`src/rtl/ftdi_pkg.sv`:
```
// Shared FTDI UART definitions: FSM state codes (common to rx and tx debug views) and baud step math.
package ftdi_pkg;

  localparam longint unsigned OVERSAMPLE = 64'd16;
  localparam int unsigned     BYTE_W     = 8;
  localparam int unsigned     STATE_W    = 3;

  typedef logic [BYTE_W-1:0] ftdi_byte_t;

  typedef enum logic [STATE_W-1:0] {
    ST_IDLE      = 3'd0,
    ST_START     = 3'd1,
    ST_DATA      = 3'd2,
    ST_PARITY    = 3'd3,
    ST_STOP      = 3'd4,
    ST_WAIT_HIGH = 3'd5
  } ftdi_state_e;

  // Phase-accumulator step, evaluated in 64 bits to avoid overflow of baud*mult<<width.
  function automatic longint unsigned calc_inc(input longint unsigned freq,
                                               input longint unsigned baud,
                                               input longint unsigned mult,
                                               input int unsigned     acc_w);
    return ((baud * mult) << acc_w) / freq;
  endfunction

endpackage

```
`src/rtl/ftdi_uart_rx_if.sv`:
```
// Received-byte valid/ready handshake between the UART receiver and its consumer.
interface ftdi_uart_rx_if;
  import ftdi_pkg::*;

  ftdi_byte_t data;
  logic       data_valid;
  logic       data_ready;

  modport master (output data, output data_valid, input  data_ready);
  modport slave  (input  data, input  data_valid, output data_ready);
endinterface

```
`src/rtl/ftdi_baud_gen.sv`:
```
// Phase-accumulator tick generator: one-cycle tick at BAUD_RATE*MULT ticks per second.
module ftdi_baud_gen
  import ftdi_pkg::*;
#(
  parameter longint unsigned FREQUENCY = 64'd50_000_000,
  parameter longint unsigned BAUD_RATE = 64'd115200,
  parameter int unsigned     ACC_WIDTH = 16,
  parameter longint unsigned MULT      = OVERSAMPLE
) (
  input  logic clk,
  input  logic reset,
  output logic o_tick
);

  localparam longint unsigned   INC_FULL = calc_inc(FREQUENCY, BAUD_RATE, MULT, ACC_WIDTH);
  localparam logic [ACC_WIDTH:0] INC     = (ACC_WIDTH+1)'(INC_FULL);

  logic [ACC_WIDTH:0] r_acc;

  // Carry out of the low ACC_WIDTH bits is the tick; it is dropped on the next add.
  always_ff @(posedge clk or posedge reset) begin
    if (reset) r_acc <= '0;
    else       r_acc <= {1'b0, r_acc[ACC_WIDTH-1:0]} + INC;
  end

  assign o_tick = r_acc[ACC_WIDTH];

endmodule

```
`src/rtl/ftdi_uart_rx.sv`:
```
// FTDI serial receiver: 16x oversampled 8N1 deframer with a one-entry holding register.
// Defining FTDI_UART_RX_PARITY_EN switches the frame to 8E1 and enables parity_error.
module ftdi_uart_rx
  import ftdi_pkg::*;
#(
  parameter longint unsigned FREQUENCY = 64'd50_000_000,
  parameter longint unsigned BAUD_RATE = 64'd115200,
  parameter int unsigned     ACC_WIDTH = 16
) (
  input  logic                 clk,
  input  logic                 reset,
  input  logic                 FTDI_TX,
  output logic                 FTDI_RTS,
  ftdi_uart_rx_if.master       rx_bus,
  output logic                 framing_error,
  output logic                 overrun,
  output logic                 parity_error,
  output logic [STATE_W-1:0]   state_test
);

  logic [1:0]  r_sync;
  logic        w_rxs;
  logic        w_tick;
  logic        w_mid_bit;
  logic        w_transfer;

  ftdi_state_e r_state,      w_state_nxt;
  logic [3:0]  r_sample_cnt, w_sample_cnt_nxt;
  logic [2:0]  r_bit_cnt,    w_bit_cnt_nxt;
  ftdi_byte_t  r_shift,      w_shift_nxt;
  logic        w_deliver;
  logic        w_ferr;

  ftdi_byte_t  r_data;
  logic        r_valid;
  logic        r_ferr;
  logic        r_ovr;

`ifdef FTDI_UART_RX_PARITY_EN
  logic        r_par_bad, w_par_bad_nxt;
  logic        w_perr;
  logic        r_perr;
`endif

  ftdi_baud_gen #(
    .FREQUENCY (FREQUENCY),
    .BAUD_RATE (BAUD_RATE),
    .ACC_WIDTH (ACC_WIDTH),
    .MULT      (OVERSAMPLE)
  ) u_baud_gen (
    .clk    (clk),
    .reset  (reset),
    .o_tick (w_tick)
  );

  // Two-flop synchroniser for the asynchronous serial line; idles high.
  always_ff @(posedge clk or posedge reset) begin
    if (reset) r_sync <= 2'b11;
    else       r_sync <= {r_sync[0], FTDI_TX};
  end

  assign w_rxs      = r_sync[1];
  assign w_mid_bit  = w_tick && (r_sample_cnt == 4'd15);
  assign w_transfer = r_valid && rx_bus.data_ready;

  always_ff @(posedge clk or posedge reset) begin
    if (reset) begin
      r_state      <= ST_IDLE;
      r_sample_cnt <= '0;
      r_bit_cnt    <= '0;
      r_shift      <= '0;
`ifdef FTDI_UART_RX_PARITY_EN
      r_par_bad    <= 1'b0;
`endif
    end else begin
      r_state      <= w_state_nxt;
      r_sample_cnt <= w_sample_cnt_nxt;
      r_bit_cnt    <= w_bit_cnt_nxt;
      r_shift      <= w_shift_nxt;
`ifdef FTDI_UART_RX_PARITY_EN
      r_par_bad    <= w_par_bad_nxt;
`endif
    end
  end

  always_comb begin
    w_state_nxt      = r_state;
    w_sample_cnt_nxt = r_sample_cnt;
    w_bit_cnt_nxt    = r_bit_cnt;
    w_shift_nxt      = r_shift;
    w_deliver        = 1'b0;
    w_ferr           = 1'b0;
`ifdef FTDI_UART_RX_PARITY_EN
    w_par_bad_nxt    = r_par_bad;
    w_perr           = 1'b0;
`endif
    unique case (r_state)
      ST_IDLE: begin
        if (!w_rxs) begin
          w_state_nxt      = ST_START;
          w_sample_cnt_nxt = '0;
        end
      end
      // Re-check the line at mid start bit so short low glitches are ignored.
      ST_START: begin
        if (w_tick) begin
          if (r_sample_cnt == 4'd7) begin
            w_sample_cnt_nxt = '0;
            w_bit_cnt_nxt    = '0;
            w_state_nxt      = w_rxs ? ST_IDLE : ST_DATA;
`ifdef FTDI_UART_RX_PARITY_EN
            w_par_bad_nxt    = 1'b0;
`endif
          end else begin
            w_sample_cnt_nxt = r_sample_cnt + 4'd1;
          end
        end
      end
      ST_DATA: begin
        if (w_tick) w_sample_cnt_nxt = r_sample_cnt + 4'd1;
        if (w_mid_bit) begin
          w_shift_nxt   = {w_rxs, r_shift[BYTE_W-1:1]};
          w_bit_cnt_nxt = r_bit_cnt + 3'd1;
          if (r_bit_cnt == 3'd7) begin
`ifdef FTDI_UART_RX_PARITY_EN
            w_state_nxt = ST_PARITY;
`else
            w_state_nxt = ST_STOP;
`endif
          end
        end
      end
      ST_PARITY: begin
`ifdef FTDI_UART_RX_PARITY_EN
        if (w_tick) w_sample_cnt_nxt = r_sample_cnt + 4'd1;
        if (w_mid_bit) begin
          w_par_bad_nxt = (w_rxs != ^r_shift);
          w_state_nxt   = ST_STOP;
        end
`else
        w_state_nxt = ST_IDLE;
`endif
      end
      ST_STOP: begin
        if (w_tick) w_sample_cnt_nxt = r_sample_cnt + 4'd1;
        if (w_mid_bit) begin
`ifdef FTDI_UART_RX_PARITY_EN
          w_perr = r_par_bad;
          w_deliver = w_rxs && !r_par_bad;
`else
          w_deliver = w_rxs;
`endif
          w_ferr      = !w_rxs;
          w_state_nxt = w_rxs ? ST_IDLE : ST_WAIT_HIGH;
        end
      end
      // Hold off during a break until the line returns high.
      ST_WAIT_HIGH: begin
        if (w_tick && w_rxs) w_state_nxt = ST_IDLE;
      end
      default: w_state_nxt = ST_IDLE;
    endcase
  end

  // One-entry holding register; a byte arriving while full and not drained is dropped.
  always_ff @(posedge clk or posedge reset) begin
    if (reset) begin
      r_data  <= '0;
      r_valid <= 1'b0;
      r_ferr  <= 1'b0;
      r_ovr   <= 1'b0;
    end else begin
      r_ferr <= w_ferr;
      r_ovr  <= 1'b0;
      if (w_deliver) begin
        if (!r_valid || w_transfer) begin
          r_data  <= r_shift;
          r_valid <= 1'b1;
        end else begin
          r_ovr <= 1'b1;
        end
      end else if (w_transfer) begin
        r_valid <= 1'b0;
      end
    end
  end

`ifdef FTDI_UART_RX_PARITY_EN
  always_ff @(posedge clk or posedge reset) begin
    if (reset) r_perr <= 1'b0;
    else       r_perr <= w_perr;
  end
  assign parity_error = r_perr;
`else
  assign parity_error = 1'b0;
`endif

  assign rx_bus.data       = r_data;
  assign rx_bus.data_valid = r_valid;
  assign FTDI_RTS          = ~r_valid;
  assign framing_error     = r_ferr;
  assign overrun           = r_ovr;
  assign state_test        = r_state;

endmodule

```
`src/flat_wrapper.sv`:
```
// flat-port wrapper written by rule: the top's interface ports become plain ports
module ftdi_uart_rx_flat import ftdi_pkg::*;
#(
  parameter longint unsigned FREQUENCY = 64'd50_000_000,
  parameter longint unsigned BAUD_RATE = 64'd115200,
  parameter int unsigned     ACC_WIDTH = 16
)
  (clk, reset, FTDI_TX, FTDI_RTS, framing_error, overrun, parity_error, state_test, rx_bus_data, rx_bus_data_valid, rx_bus_data_ready);
  ftdi_uart_rx_if rx_bus_i ();
  input  logic clk;
  input  logic reset;
  input  logic FTDI_TX;
  output logic FTDI_RTS;
  output logic framing_error;
  output logic overrun;
  output logic parity_error;
  output logic [STATE_W-1:0] state_test;
  output wire logic [$bits(rx_bus_i.data)-1:0] rx_bus_data;
  output wire logic [$bits(rx_bus_i.data_valid)-1:0] rx_bus_data_valid;
  input wire logic [$bits(rx_bus_i.data_ready)-1:0] rx_bus_data_ready;
  assign rx_bus_data = rx_bus_i.data;
  assign rx_bus_data_valid = rx_bus_i.data_valid;
  assign rx_bus_i.data_ready = rx_bus_data_ready;
  ftdi_uart_rx #(.FREQUENCY(FREQUENCY), .BAUD_RATE(BAUD_RATE), .ACC_WIDTH(ACC_WIDTH)) u_core (.clk(clk), .reset(reset), .FTDI_TX(FTDI_TX), .FTDI_RTS(FTDI_RTS), .rx_bus(rx_bus_i), .framing_error(framing_error), .overrun(overrun), .parity_error(parity_error), .state_test(state_test));
endmodule
```
`config.mk`:
```
export PLATFORM = sky130hd
export DESIGN_NAME = ftdi_uart_rx_flat
export DESIGN_NICKNAME = d
export VERILOG_FILES = /design/src/rtl/ftdi_pkg.sv /design/src/rtl/ftdi_uart_rx_if.sv /design/src/rtl/ftdi_baud_gen.sv /design/src/rtl/ftdi_uart_rx.sv /design/src/flat_wrapper.sv
export SDC_FILE = /design/constraint.sdc
export NUM_CORES = 1
export LEC_CHECK = 0
export CORE_UTILIZATION = 51
export DETAILED_ROUTE_END_ITERATION = 6
export PLACE_DENSITY = 0.75
export SKIP_CTS_REPAIR_TIMING = 1
export SLEW_MARGIN = 20
export SYNTH_ARGS = -nofsm -noshare
export SYNTH_HDL_FRONTEND = slang
export SYNTH_SLANG_ARGS = --single-unit
```
`constraint.sdc`:
```
create_clock -name clk -period 1.5 [get_ports clk]
set_input_delay 0.3 -clock clk [delete_from_list [all_inputs] [get_ports clk]]
set_output_delay 0.3 -clock clk [all_outputs]
set_load 0.01 [all_outputs]
```
==> reports/qor.json <==
{
  "status": {
    "run_status": "finished, violations left",
    "failed_checks": "setup timing"
  },
  "synth": {
    "yosys_register_bits": 48,
    "async_flop_share_pct": 100,
    "synth-seq-area-share_pct": 54.1,
    "yosysUniqueCellTypes": 50,
    "synth-edff-count": 0,
    "synth_area_sq_mm": 0.00222,
    "syn_avg_cell_area_sq_um": 11.7,
    "netlist_instances": 190,
    "postSynthNetCount": 198,
    "ys.warnings.count": 0,
    "dominantRegCellSynth": "sky130_fd_sc_hd__dfrtp_1"
  },
  "floorplan": {
    "die_w_um": 68.0,
    "chipHeight_um": 68.0,
    "rows": 23,
    "floorplan.io_pins": 20,
    "floorplan.initialDensity_pct": 54.4,
    "design.core.area_sq_mm": 0.00409,
    "die-area_sq_mm": 0.00463
  },
  "global_routing": {
    "grt_overflow_total": 0,
    "first_global_vias": 1527,
    "grt_pass1_wl_um": 6730,
    "largest_net_degree_at_the_start_of_global_routing": 49,
    "number_of_antenna_violations_at_the_first_check_in_global_routing": 0,
    "grt_usage_pct": 19.8
  },
  "clocking": {
    "clock_latency_ns": 0.30,
    "cts-buffers-inserted": 5,
    "htreeDepth": 2,
    "ctsRootBufferMaster": "sky130_fd_sc_hd__clkbuf_8",
    "clock_sink_count": 48,
    "cts.clk_slew.worst_paths_ns": 0.09,
    "clock_path_buffers": 2,
    "tritoncts": "yes"
  },
  "worst_hold_path": {
    "hp-class": "input pin to async pin"
  },
  "final_layout": {
    "flow.area_growth_from_synthesis_pct": 46.1,
    "insertedDiodeCount": 0,
    "layout.cells.most_common_list": "sky130_fd_sc_hd__dfrtp_1, sky130_fd_sc_hd__buf_4, sky130_fd_sc_hd__dlymetal6s2s_1",
    "finalNonFillerCells": 305,
    "layout-drive-gt1-share_pct": 45.9,
    "layout.cells.most_common": "sky130_fd_sc_hd__dfrtp_1",
    "postLayoutCellArea_sq_mm": 0.00325,
    "nNetsFinal": 262,
    "fillerInstances": 215
  },
  "critical_path": {
    "first_element_of_the_critical_path": "u_core.u_baud_gen.r_acc[1]$_DFF_PP0_",
    "type_of_the_worst_setup_path": "flop to flop",
    "timing.critical_path.required_ns": 1.73,
    "worst_setup_path_start_kind": "flop",
    "worst_path_arrival_ns": 1.94,
    "critical_path_peak_fanout": 3,
    "reg2reg_from": "u_core.u_baud_gen.r_acc[1]$_DFF_PP0_",
    "critical_path_cell_by_cell": "buf_4 -> or4_4 -> a311o_2 -> nand3_2 -> xor2_1",
    "slowest_stage": "sky130_fd_sc_hd__or4_4",
    "setup.worst_path.end_class": "flop",
    "critPathMaxStageDelay_ns": 0.48
  },
  "sta": {
    "fin_worst_skew_ns": 0.00956,
    "min_setup_slack_post_route_ns": -0.218,
    "number_of_endpoints_with_negative_hold_slack_in_the_final_report": 0,
    "report.final.setup_viol": 27,
    "layout_worst_path_cycle_share_pct": 115,
    "rsz_0062_raised_after_global_routing": "true",
    "final-max-slew-violation-count": 0,
    "max_freq_ghz": 0.582,
    "final.min_clock_period_ns": 1.72
  },
  "detailed_routing": {
    "routed_wl_um": 5410,
    "routed-via-count": 1755,
    "drt.antenna.violating_nets": 0,
    "wl_per_cell_um": 17.8,
    "drt_pre_antenna_iters": 4,
    "drc": 0,
    "met2WireLength_um": 2940,
    "maxUsedRoutingLayer": "met4",
    "drt_iter0_drcs": 79,
    "avgViaCountPerCell": 5.75,
    "detailroute.wirelength.met3_um": 183,
    "route.layer.met1.wl_um": 2170
  },
  "job": {
    "count_of_max_cap_constraint_violations": 0
  },
  "power": {
    "worst_supply_voltage_drop_on_vdd_mv": 0.617,
    "p_leak_uw": 0.00170,
    "power_density_mw_per_mm2": 706
  },
  "placement": {
    "globalplace.congestion": 0.897,
    "place.port_buffers": 18,
    "post-dp-hpwl_um": 2960,
    "post_dp_cell_area_sq_mm": 0.00268,
    "place.detailed.instances": 279
  }
}
cell families (layout without fill, tap and decap cells):
group,Yosys count,after routing,share of synthesized area [%]
flip-flops,48,48,54.1
XOR/XNOR,13,13,5.12
buffers and inverters,17,82,3.60
AO/OA/AOI/OAI,34,34,11.6
adder cells (fa/ha/maj),4,4,2.25
other,1,1,0.169
AND/OR/NAND/NOR,54,54,13.6
multiplexers,19,19,9.62
power breakdown:
part           leakage [uW]  internal, uW  switching [uW]
Clock             0.0000583           502             443
Combinational       0.00105          17.4            32.3
Sequential         0.000596          1300            2.88
Total               0.00170          1820             478
cells in the mapped netlist, drive strengths merged, types with 4 or more instances:
master / n / share of area (%)
dfrtp: 46 / 52
mux2: 19 / 9.6
nor2: 16 / 2.7
inv: 9 / 1.5
nand2: 9 / 1.5
xor2: 8 / 3.1
buf: 6 / 1.7
xnor2: 5 / 2.0
a21oi: 4 / 0.90
ha: 4 / 2.2
nand3: 4 / 1.1
o21ai: 4 / 0.90
area by class of cell:
type | count | area, sq um | share of cell area [%]
multi-input combinational | 125 | 1210 | 37.2
sequential | 48 | 1210 | 37.2
timing repair buffer | 65 | 621 | 19.1
clock buffer | 5 | 68.8 | 2.12
tap | 50 | 62.6 | 1.93
clock inverter | 3 | 47.5 | 1.46
inverter | 9 | 33.8 | 1.04
sequential cells by signal, indices dropped and copies added (netlist names):
signal and cells:
u_core.u_baud_gen.r_acc 17, u_core.r_shift 8, u_core.rx_bus.data 8, u_core.r_sample_cnt 4, u_core.r_bit_cnt 3, u_core.state_test 3, u_core.r_sync 2, u_core.framing_error 1
u_core.overrun 1, u_core.rx_bus.data_valid 1
critical path: cells and delay by family (launching register included):
family | cells | cell delay (ns)
and+or+nand+nor | 2 | 0.56
DFF | 1 | 0.42
AOI/OAI and AO/OA | 1 | 0.38
buffers and inverters | 1 | 0.15
xor gates and xnor gates | 1 | 0.14
per-stage QoR:
step | worst slack (ns) | total power, uW | setup TNS (ns) | hold WS (ns) | util (%)
6_report | -0.218 | 2300 | -3.91 | 0.351 | 79.5
5_1_grt | -0.244 | 2370 | -5.05 | 0.361 | 79.5
4_1_cts | -0.267 | 2320 | -4.26 | 0.354 | 68.4
3_5_place_dp | -0.174 | 1370 | -3.26 | 0.355 | 65.6
3_3_place_gp | -0.110 | 1370 | -2.05 | 0.354 | 65.6
2_1_floorplan | -0.0606 | 1350 | -0.391 | 0.304 | -
worst paths after layout:
kind / endpoint / cells after the start / slack (ns)
max: u_core.u_baud_gen.r_acc[11]$_DFF_PP0_ / 5 / -0.22
min: u_core.u_baud_gen.r_acc[4]$_DFF_PP0_ / 3 / 0.35
max reg2reg: u_core.u_baud_gen.r_acc[11]$_DFF_PP0_ / 5 / -0.22
min reg2reg: u_core.r_sync[1]$_DFF_PP1_ / 0 / 0.35
max in group asynchronous: u_core.r_sync[0]$_DFF_PP1_ / 3 / 0.86
min in group clk: u_core.r_sync[1]$_DFF_PP1_ / 0 / 0.35
per-layer routing:
metal  GRT usage, %  vias up
li1               -      805
met1           23.7      889
met2           33.2       44
met3           5.17       17
met4           9.11        0
met5              0        -
No activity file was read; power rests on OpenSTA's default activity.
